File: src/rtl/dance_pkg.sv
// Shared definitions for the dance scheduler.
// Holds the pattern-mode encodings understood by the LED pattern engine,
// the auto-mode FSM state type, the LED count, and small helpers that map
// a state to its successor and to the mode it drives.
package dance_pkg;

  localparam logic [1:0] MODE_R2L    = 2'd0;
  localparam logic [1:0] MODE_L2R    = 2'd1;
  localparam logic [1:0] MODE_BOUNCE = 2'd2;
  localparam logic [1:0] MODE_HOLD   = 2'd3;

  localparam int LED_COUNT = 18;

  typedef enum logic [1:0] {
    S_R2L    = 2'd0,
    S_L2R    = 2'd1,
    S_BOUNCE = 2'd2
  } state_t;

  // Auto-mode pattern rotation: R2L -> L2R -> BOUNCE -> R2L.
  function automatic state_t next_state(input state_t s);
    state_t n;
    case (s)
      S_R2L:    n = S_L2R;
      S_L2R:    n = S_BOUNCE;
      S_BOUNCE: n = S_R2L;
      default:  n = S_R2L;
    endcase
    return n;
  endfunction

  // Mode command driven to the engine while in a given auto state.
  function automatic logic [1:0] state_mode(input state_t s);
    logic [1:0] m;
    case (s)
      S_R2L:    m = MODE_R2L;
      S_L2R:    m = MODE_L2R;
      S_BOUNCE: m = MODE_BOUNCE;
      default:  m = MODE_HOLD;
    endcase
    return m;
  endfunction

endpackage

File: src/rtl/dance_tick.sv
// Step-rate prescaler for the dance scheduler.
// Ports:
//   Clock  - system clock, rising edge
//   Reset  - synchronous active-high reset
//   enable - count while high; low holds the count and silences tick
//   speed  - rate select, period = TICK_DIV >> speed cycles
//   tick   - registered one-cycle strobe, once per period
module dance_tick #(
  parameter int TICK_DIV = 12_500_000
) (
  input  logic       Clock,
  input  logic       Reset,
  input  logic       enable,
  input  logic [1:0] speed,
  output logic       tick
);

  localparam logic [23:0] DIV = 24'(TICK_DIV);

  logic [23:0] count_r;
  logic [23:0] limit_s;

  // Terminal count for the selected speed.
  always_comb begin
    limit_s = (DIV >> speed) - 24'd1;
  end

  // Free-running counter; the >= compare lets a speed change that lowers the
  // limit below the current count fire exactly one tick on the next edge.
  always_ff @(posedge Clock) begin
    if (Reset) begin
      count_r <= 24'd0;
      tick    <= 1'b0;
    end else if (!enable) begin
      tick    <= 1'b0;
    end else if (count_r >= limit_s) begin
      count_r <= 24'd0;
      tick    <= 1'b1;
    end else begin
      count_r <= count_r + 24'd1;
      tick    <= 1'b0;
    end
  end

endmodule

File: src/rtl/dance_scheduler.sv
// Pattern scheduler for the LED dance engine.
// Generates the step strobe and the pattern command; in auto mode rotates
// through R2L, L2R and BOUNCE, changing only when the sweep is back at
// position 0 after DWELL_STEPS steps.
// Ports:
//   Clock        - system clock, rising edge
//   Reset        - synchronous active-high reset
//   SW[3]        - 1 auto, 0 manual
//   SW[2]        - pause
//   SW[1:0]      - manual pattern select
//   speed        - step period = TICK_DIV >> speed
//   pos_in       - engine position feedback, 0..17 (others count as nonzero)
//   mode         - pattern command to the engine (registered)
//   step_en      - one-cycle step strobe (registered)
//   pattern_done - one-cycle pulse on an auto pattern change (registered)
module dance_scheduler
  import dance_pkg::*;
#(
  parameter int TICK_DIV    = 12_500_000,
  parameter int DWELL_STEPS = 36
) (
  input  logic       Clock,
  input  logic       Reset,
  input  logic [3:0] SW,
  input  logic [1:0] speed,
  input  logic [4:0] pos_in,
  output logic [1:0] mode,
  output logic       step_en,
  output logic       pattern_done
);

  localparam logic [7:0] DWELL_LAST = 8'(DWELL_STEPS - 1);

  logic   auto_s;
  logic   pause_s;
  logic   at_home_s;
  state_t next_s;
  state_t state_r;
  logic [7:0] dwell_r;
  logic   auto_r;

  // Decode switches and the next auto pattern.
  always_comb begin
    auto_s    = SW[3];
    pause_s   = SW[2];
    at_home_s = (pos_in == 5'd0);
    next_s    = next_state(state_r);
  end

  dance_tick #(
    .TICK_DIV (TICK_DIV)
  ) u_tick (
    .Clock  (Clock),
    .Reset  (Reset),
    .enable (~pause_s),
    .speed  (speed),
    .tick   (step_en)
  );

  // Mode selection, auto FSM and dwell counter. Entering auto always restarts
  // at R2L with an empty dwell; leaving auto simply follows the switches.
  always_ff @(posedge Clock) begin
    if (Reset) begin
      state_r      <= S_R2L;
      dwell_r      <= 8'd0;
      auto_r       <= 1'b0;
      mode         <= MODE_HOLD;
      pattern_done <= 1'b0;
    end else begin
      auto_r       <= auto_s;
      pattern_done <= 1'b0;
      if (!auto_s) begin
        mode <= SW[1:0];
      end else if (!auto_r) begin
        state_r <= S_R2L;
        dwell_r <= 8'd0;
        mode    <= MODE_R2L;
      end else if (!pause_s && step_en) begin
        if (dwell_r == DWELL_LAST) begin
          // Saturated: wait for the sweep to return home before switching.
          if (at_home_s) begin
            state_r      <= next_s;
            dwell_r      <= 8'd0;
            mode         <= state_mode(next_s);
            pattern_done <= 1'b1;
          end
        end else begin
          dwell_r <= dwell_r + 8'd1;
        end
      end
    end
  end

endmodule

File: config.mk
export PLATFORM = sky130hd
export DESIGN_NAME = dance_scheduler
export DESIGN_NICKNAME = d
export VERILOG_FILES = /design/src/rtl/dance_pkg.sv /design/src/rtl/dance_tick.sv /design/src/rtl/dance_scheduler.sv
export SDC_FILE = /design/constraint.sdc
export NUM_CORES = 1
export LEC_CHECK = 0
export BUFFER_PORTS_ARGS = -buffer_cell sky130_fd_sc_hd__buf_2
export CORE_MARGIN = 4
export CORE_UTILIZATION = 54
export DETAILED_ROUTE_END_ITERATION = 12
export PLACE_DENSITY = 0.75
export SLEW_MARGIN = 5
export SYNTH_ARGS = -nofsm -noshare
export SYNTH_HDL_FRONTEND = slang
export SYNTH_SLANG_ARGS = --single-unit
File: constraint.sdc
create_clock -name Clock -period 2.8 [get_ports Clock]
set_input_delay 0.84 -clock Clock [delete_from_list [all_inputs] [get_ports Clock]]
set_output_delay 0.84 -clock Clock [all_outputs]
set_load 0.01 [all_outputs]
; Word level (Yosys, flattened, before mapping)
; Index checks and enable logic that the tools add are counted.
[classes]
n_mux = 18
bitwise_logic = 4
n_reduce_logical = 10
add_sub_neg = 3
magnitude_cmp = 1
n_eq_ne = 11
n_shift = 1
[ops]
columns = operator, count
row1 = 2-to-1 mux 8 bit, 4
row2 = adder 24 x 1 -> 24 bit (second input constant), 1
row3 = greater-or-equal comparator 24 bit, 1
row4 = 2-to-1 mux 24 bit, 1
row5 = right shift 24 x 2 -> 24 bit (first input constant), 1
row6 = subtractor 24 x 1 -> 24 bit (second input constant), 1
row7 = 2-to-1 mux 2 bit, 9
row8 = adder 8 x 1 -> 8 bit (second input constant), 1
row9 = == test 8 x 6 -> 1 bit (second input constant), 1
row10 = inequality test 3 x 2 -> 1 bit (second input constant), 2
row11 = inequality test 3 bit (second input constant), 2
row12 = case mux 2 bit (3 select lines), 1
row13 = AND reduction 3 bit, 2
row14 = zero test 5 bit, 1
row15 = OR reduction 5 bit, 1
row16 = == test 2 x 1 -> 1 bit (second input constant), 2
row17 = zero test 2 bit, 2
row18 = inequality test 2 x 1 -> 1 bit (second input constant), 2
row19 = inverter 1 bit, 4
row20 = case mux 2 bit (2 select lines), 1
row21 = AND reduction 4 bit, 1
row22 = == test 2 bit (second input constant), 1
row23 = 2-to-1 mux 1 bit, 2
row24 = inequality test 2 bit (second input constant), 1
row25 = 3 further kinds, 3
[word_totals]
register_bits = 39
word_cells = 55
out_inout_bits = 4
in_bits = 13

; Longest topological paths before layout
[depth]
ltp_word = 9
mapped_depth = 12
mapped_depth_nobuf = 10

; Hierarchy
; From an unflattened synthesis, not the netlist that was laid out.
[hier_totals]
cells_unflattened = 293
area_unflattened_um2 = 2603.7
[by_module_without_submodules]
columns = module, cells_each, area_per_inst_um2, seq_area_each_um2, n_inst
row1 = dance_tick, 202, 1790.5, 500.5, 1
row2 = dance_scheduler, 91, 813.3, 280.3, 1

; Worst setup path after synthesis
; OpenSTA, ideal clock, no wires.
[synth_timing]
path_kind = input port to flip-flop
start = input speed[1]
end = register u_tick.tick
arrival_ps = 2724
required_ps = 2664
path_buffers = 1
path_slack_ps = -60
stages = 11
setup_time_ps = 136
cell_sequence = inv_1 -> nand2_1 -> inv_1 -> ha_1 -> a211oi_2 -> o21bai_1 -> maj3_2 -> a221oi_2 -> a21oi_2 -> buf_6 -> nor2b_1
[synth_between]
elab_chain_cells = 4
[synth_lines]
columns = item, line_no
row1 = from (decl), dance_scheduler.sv:25  ; input logic [1:0] speed,
row2 = right shift 24 x 2 -> 24 bit, dance_tick.sv:25  ; limit_s = (DIV >> speed) - 24'd1;
row3 = subtractor 24 x 1 -> 24 bit, dance_tick.sv:25
row4 = greater-or-equal comparator 24 bit, dance_tick.sv:36  ; end else if (count_r >= limit_s) begin
row5 = 2-to-1 mux 1 bit, dance_tick.sv:36
row6 = to (signal assigned), dance_tick.sv:35  ; tick <= 1'b0;
row7 = to (signal assigned), dance_tick.sv:38  ; tick <= 1'b1;
row8 = to (signal assigned), dance_tick.sv:41  ; tick <= 1'b0;
row9 = to (decl), dance_tick.sv:15  ; output logic tick
; Every way passes these cells.
; A chain may end at the register's enable or synchronous reset.

; Worst setup path in the final report
[layout_timing]
start = input speed[1]
end = register u_tick.count_r[11]
[layout_between]
elab_chain_cells = 4
[layout_lines]
columns = item, line_no
row1 = right shift 24 x 2 -> 24 bit, dance_tick.sv:25
row2 = subtractor 24 x 1 -> 24 bit, dance_tick.sv:25
row3 = greater-or-equal comparator 24 bit, dance_tick.sv:36
row4 = 2-to-1 mux 24 bit, dance_tick.sv:36
row5 = to (signal assigned), dance_tick.sv:40  ; count_r <= count_r + 24'd1;
row6 = to (decl), dance_tick.sv:20  ; logic [23:0] count_r;
; Every way passes these cells.

==> metrics.md <==
| Metric | Value |
|---|---|
| P_sw | around 0.25 mW |
| Synth top area cells | dfxtp_1 32%, ha_1 11%, nor3_2 7.8% |
| Switching Share | 23.0% |
| Setup-failing EPs final | 0 |
| WP data arrival | around 2.9 ns |
| Internal Pwr Total | a little over 0.8 mW |
| Adder-cell share of the synthesized area | ~11% |
| Post-synth top flop | dfxtp_1 |
| Vias per cell | between 5 and 6 |
| First-pass GRT wire length | ~8300 µm |
| Total GRT Usage | 18.8% |
| Post-Syn Area per Cell | between 8 and 9 µm² |
| Cells after DPL | between 300 and 400 |
| Sum Neg Setup Slack | 0 ns |
| Largest net degree at the start of global routing | 20 |
| Fillers | slightly below 400 |
| WL final | around 5000 µm |
| Max-Cap Viols | 0 |
| Flop-to-flop setup slack | ~0.6 ns |
| Reg2reg start | u_tick.count_r[9] |
| Maximum vdd drop | 310 µV |
| Met1 usage | 24.1% |
| Hold Crit Class | reg -> reg |
| Final std cells w/o fill | 363 |
| CTS buffer count | 5 |
| Wire length per cell | approximately 14 µm |
| #FFs+latches synth | 39 |
| Met3 Usage GRT | between 4 and 5% |
| Top Ports | 17 |
| Worst Skew | 0.00447 ns |
| Final core utilization | 66.1% |
| Worst-path maximum fanout | 6 |
| Crit path kind | in -> reg |
| Die height | between 70 and 80 µm |
| Ys async rst share | 0% |
| DIE WIDTH | approximately 75 µm |
| RSZ-0062 raised after global routing | false |
| Kind of capture point of the worst setup path | flop |
| CTS H-Tree Depth | 2 |
| Total global routing overflow | 0 |
| CTS tree | built |
| Worst-Margin Slew | between 0.5 and 0.6 ns |
| Comb pwr share | 8.6% |
| Die area | 5670 µm² |
| Row count | 24 |
| Largest family of logic cells by synthesized area | simple AND/OR/NAND/NOR gates |
| Max Freq | 374 MHz |
| Core region area | between 4000 and 5000 µm² |
| Nets@finish | ~340 |
| N_diodes | 0 |
| Hold path endpoint | state_r[1] |
| Hold path start | state_r[1] |
| Initial DRC Count | 104 |
| Clk sinks | 39 |
| Reg clk slew, reported paths | 0.07 ns |
| Count of cell types in the netlist | 47 |
| Mapped Cells | about 280 |
| Crit share post-route | approximately 96% |
| Final-report hold violation count | 0 |
| Remaining DRCs | 0 |
| Clk pwr share | 38.3% |
| GP Congestion | approximately 0.84 |
| Post-DP HPWL | between 3000 and 4000 µm |
| Root buf cell | clkbuf_8 |
| Leakage | 1.16 nW |
| Post-route ant nets | 0 |
| # port buffers | 16 |
| Hold_ws | about 0.47 ns |
| Number of global-route vias before repair | roughly 1,900 |
| Min-Delay Path Depth | 2 |
| Reg2Reg Capture Point | u_tick.count_r[11] |
| Power per Cell Area | between 300 and 400 nW/µm² |
| Clk buf depth | 2 |
| Critical Path RT | between 3 and 4 ns |
| Flop pwr share | a little over half |
| Top cells by count, synth | 39 x dfxtp_1, 23 x nand2_1, 21 x ha_1, 21 x nor2_1, 19 x nor3_2 |
| Cell Area, Synth | 2440 µm² |
| Layout cells sized above 1 | 24.4% |
| P&R area growth vs syn | 17.8% |
| Max Slew Vio Count | 0 |
| Met2 usage in global routing | a little under a third |
| CP Launch Type | primary input |
| Post-synth top area share | 32.0% |
| Post-synthesis xor/xnor area fraction | around 10% |
| Synth area leader | dfxtp_1 |
| Gr busiest metal | met2 |
| Starting Density | between 50% and 60% |
| Compound-gate portion of the synthesized area | 10.5% |
| Sequential area share after synthesis | around a third |
| Post-synth EDFFs | 0 |
| Initial antenna violation count | 0 |
| Final Cell Area | around 2900 µm² |
| Worst R2R Path Depth | 8 |
| Hold Buf Count CTS | 0 |
| Status | completed |
| Clk_lat worst skew | around 0.28 ns |
| Dpl cell area | 2700 µm² |
| Simple-gate share of the synthesized area | between 30% and 40% |
| Yosys warns | 0 |
| Slew margin rel. | around 65% |
| DR vias | a little over 2,000 |
| Multiplexer share of the synthesized area | between 1 and 1.5% |
| Most frequent cell after synthesis | dfxtp_1 |
| Post-route minimum period | roughly 2.7 ns |
| Drt pass-1 iters | 4 |
[registers in the layout (all words and copies together) (netlist names)]
name            flops
state_r             2
mode                2
u_tick.count_r     24
auto_r              1
u_tick.tick         1
pattern_done        1
dwell_r             8
[per-layer routing]
layer	vias up	part of all wire [%]
met1	971	47
met5	-	0
met2	23	50
met4	0	0.58
met3	5	2.4
li1	1040	-
[through the flow]
stage                     setup slack [ns]  total power, mW
after floorplan                    0.00260            0.636
after global placement              -0.178            0.669
after detailed placement            -0.289            0.671
after CTS                         0.000972             1.08
after global routing              0.000953             1.12
final                                0.123             1.07
[layout make-up]
type,instances,area (µm²),share of cell area (%)
multi-input combinational,220,1660,57.6
sequential,39,781,27.1
timing repair buffer,36,245,8.52
clock buffer,8,100,3.48
tap,52,65.1,2.26
inverter,8,30.0,1.04
[placed cells by master, fill, tap and decap left out, drive strengths merged, types with 3 or more instances in the layout]
cell,count
dfxtp,39
buf,36
nor3,25
nand2,23
nor2,21
ha,21
nand3,18
xor2,15
a21oi,14
xnor2,13
nand4,9
clkbuf,8
inv,8
and3,6
and2,5
a211oi,5
conb,4
nand2b,3
and4,3
a21o,3
nor2b,3
o211ai,3
mux2i,3
[worst max-delay path, cell delays in order]
cell and delay (ns):
buf_2 0.11, inv_1 0.09, nand2_1 0.10, inv_1 0.13, ha_4 0.22, a211oi_2 0.17
o21bai_1 0.09, maj3_2 0.32, a221oi_4 0.36, a21oi_4 0.13, buf_6 0.16, nor3_2 0.16
[power by group through the flow]
stage	clock, mW	sequential [mW]	combinational [mW]
3_5_place_dp	0	0.582	0.0890
2_1_floorplan	0	0.581	0.0552
4_1_cts	0.423	0.569	0.0892
5_1_grt	0.449	0.571	0.104
6_report	0.411	0.570	0.0927
3_3_place_gp	0	0.582	0.0869
[repair_timing]
action / in CTS / in global routing
gates resized for setup: 0 / 14
setup buffers: 0 / 0
setup endpoints to repair: 0 / 23
[worst max-delay path by stage]
stage | cells after the start | endpoint | slack, ns | from
floorplan | 11 | u_tick.tick | 0.003 | speed[1]
global placement | 12 | u_tick.count_r[19] | -0.18 | speed[0]
detailed placement | 12 | u_tick.count_r[13] | -0.29 | speed[0]
CTS | 12 | u_tick.count_r[13] | 0.001 | speed[0]
global route | 12 | u_tick.count_r[11] | 0.001 | speed[0]
finish | 12 | u_tick.count_r[11] | 0.12 | speed[1]
[cell families after synthesis]
family / after synthesis
adders and majority gates: 22
AOI/OAI and AO/OA: 36
other: 2
xor gates and xnor gates: 28
muxes: 3
buffers and inverters: 19
DFF: 39
and+or+nand+nor: 127
No activity file was read; power rests on OpenSTA's default activity.
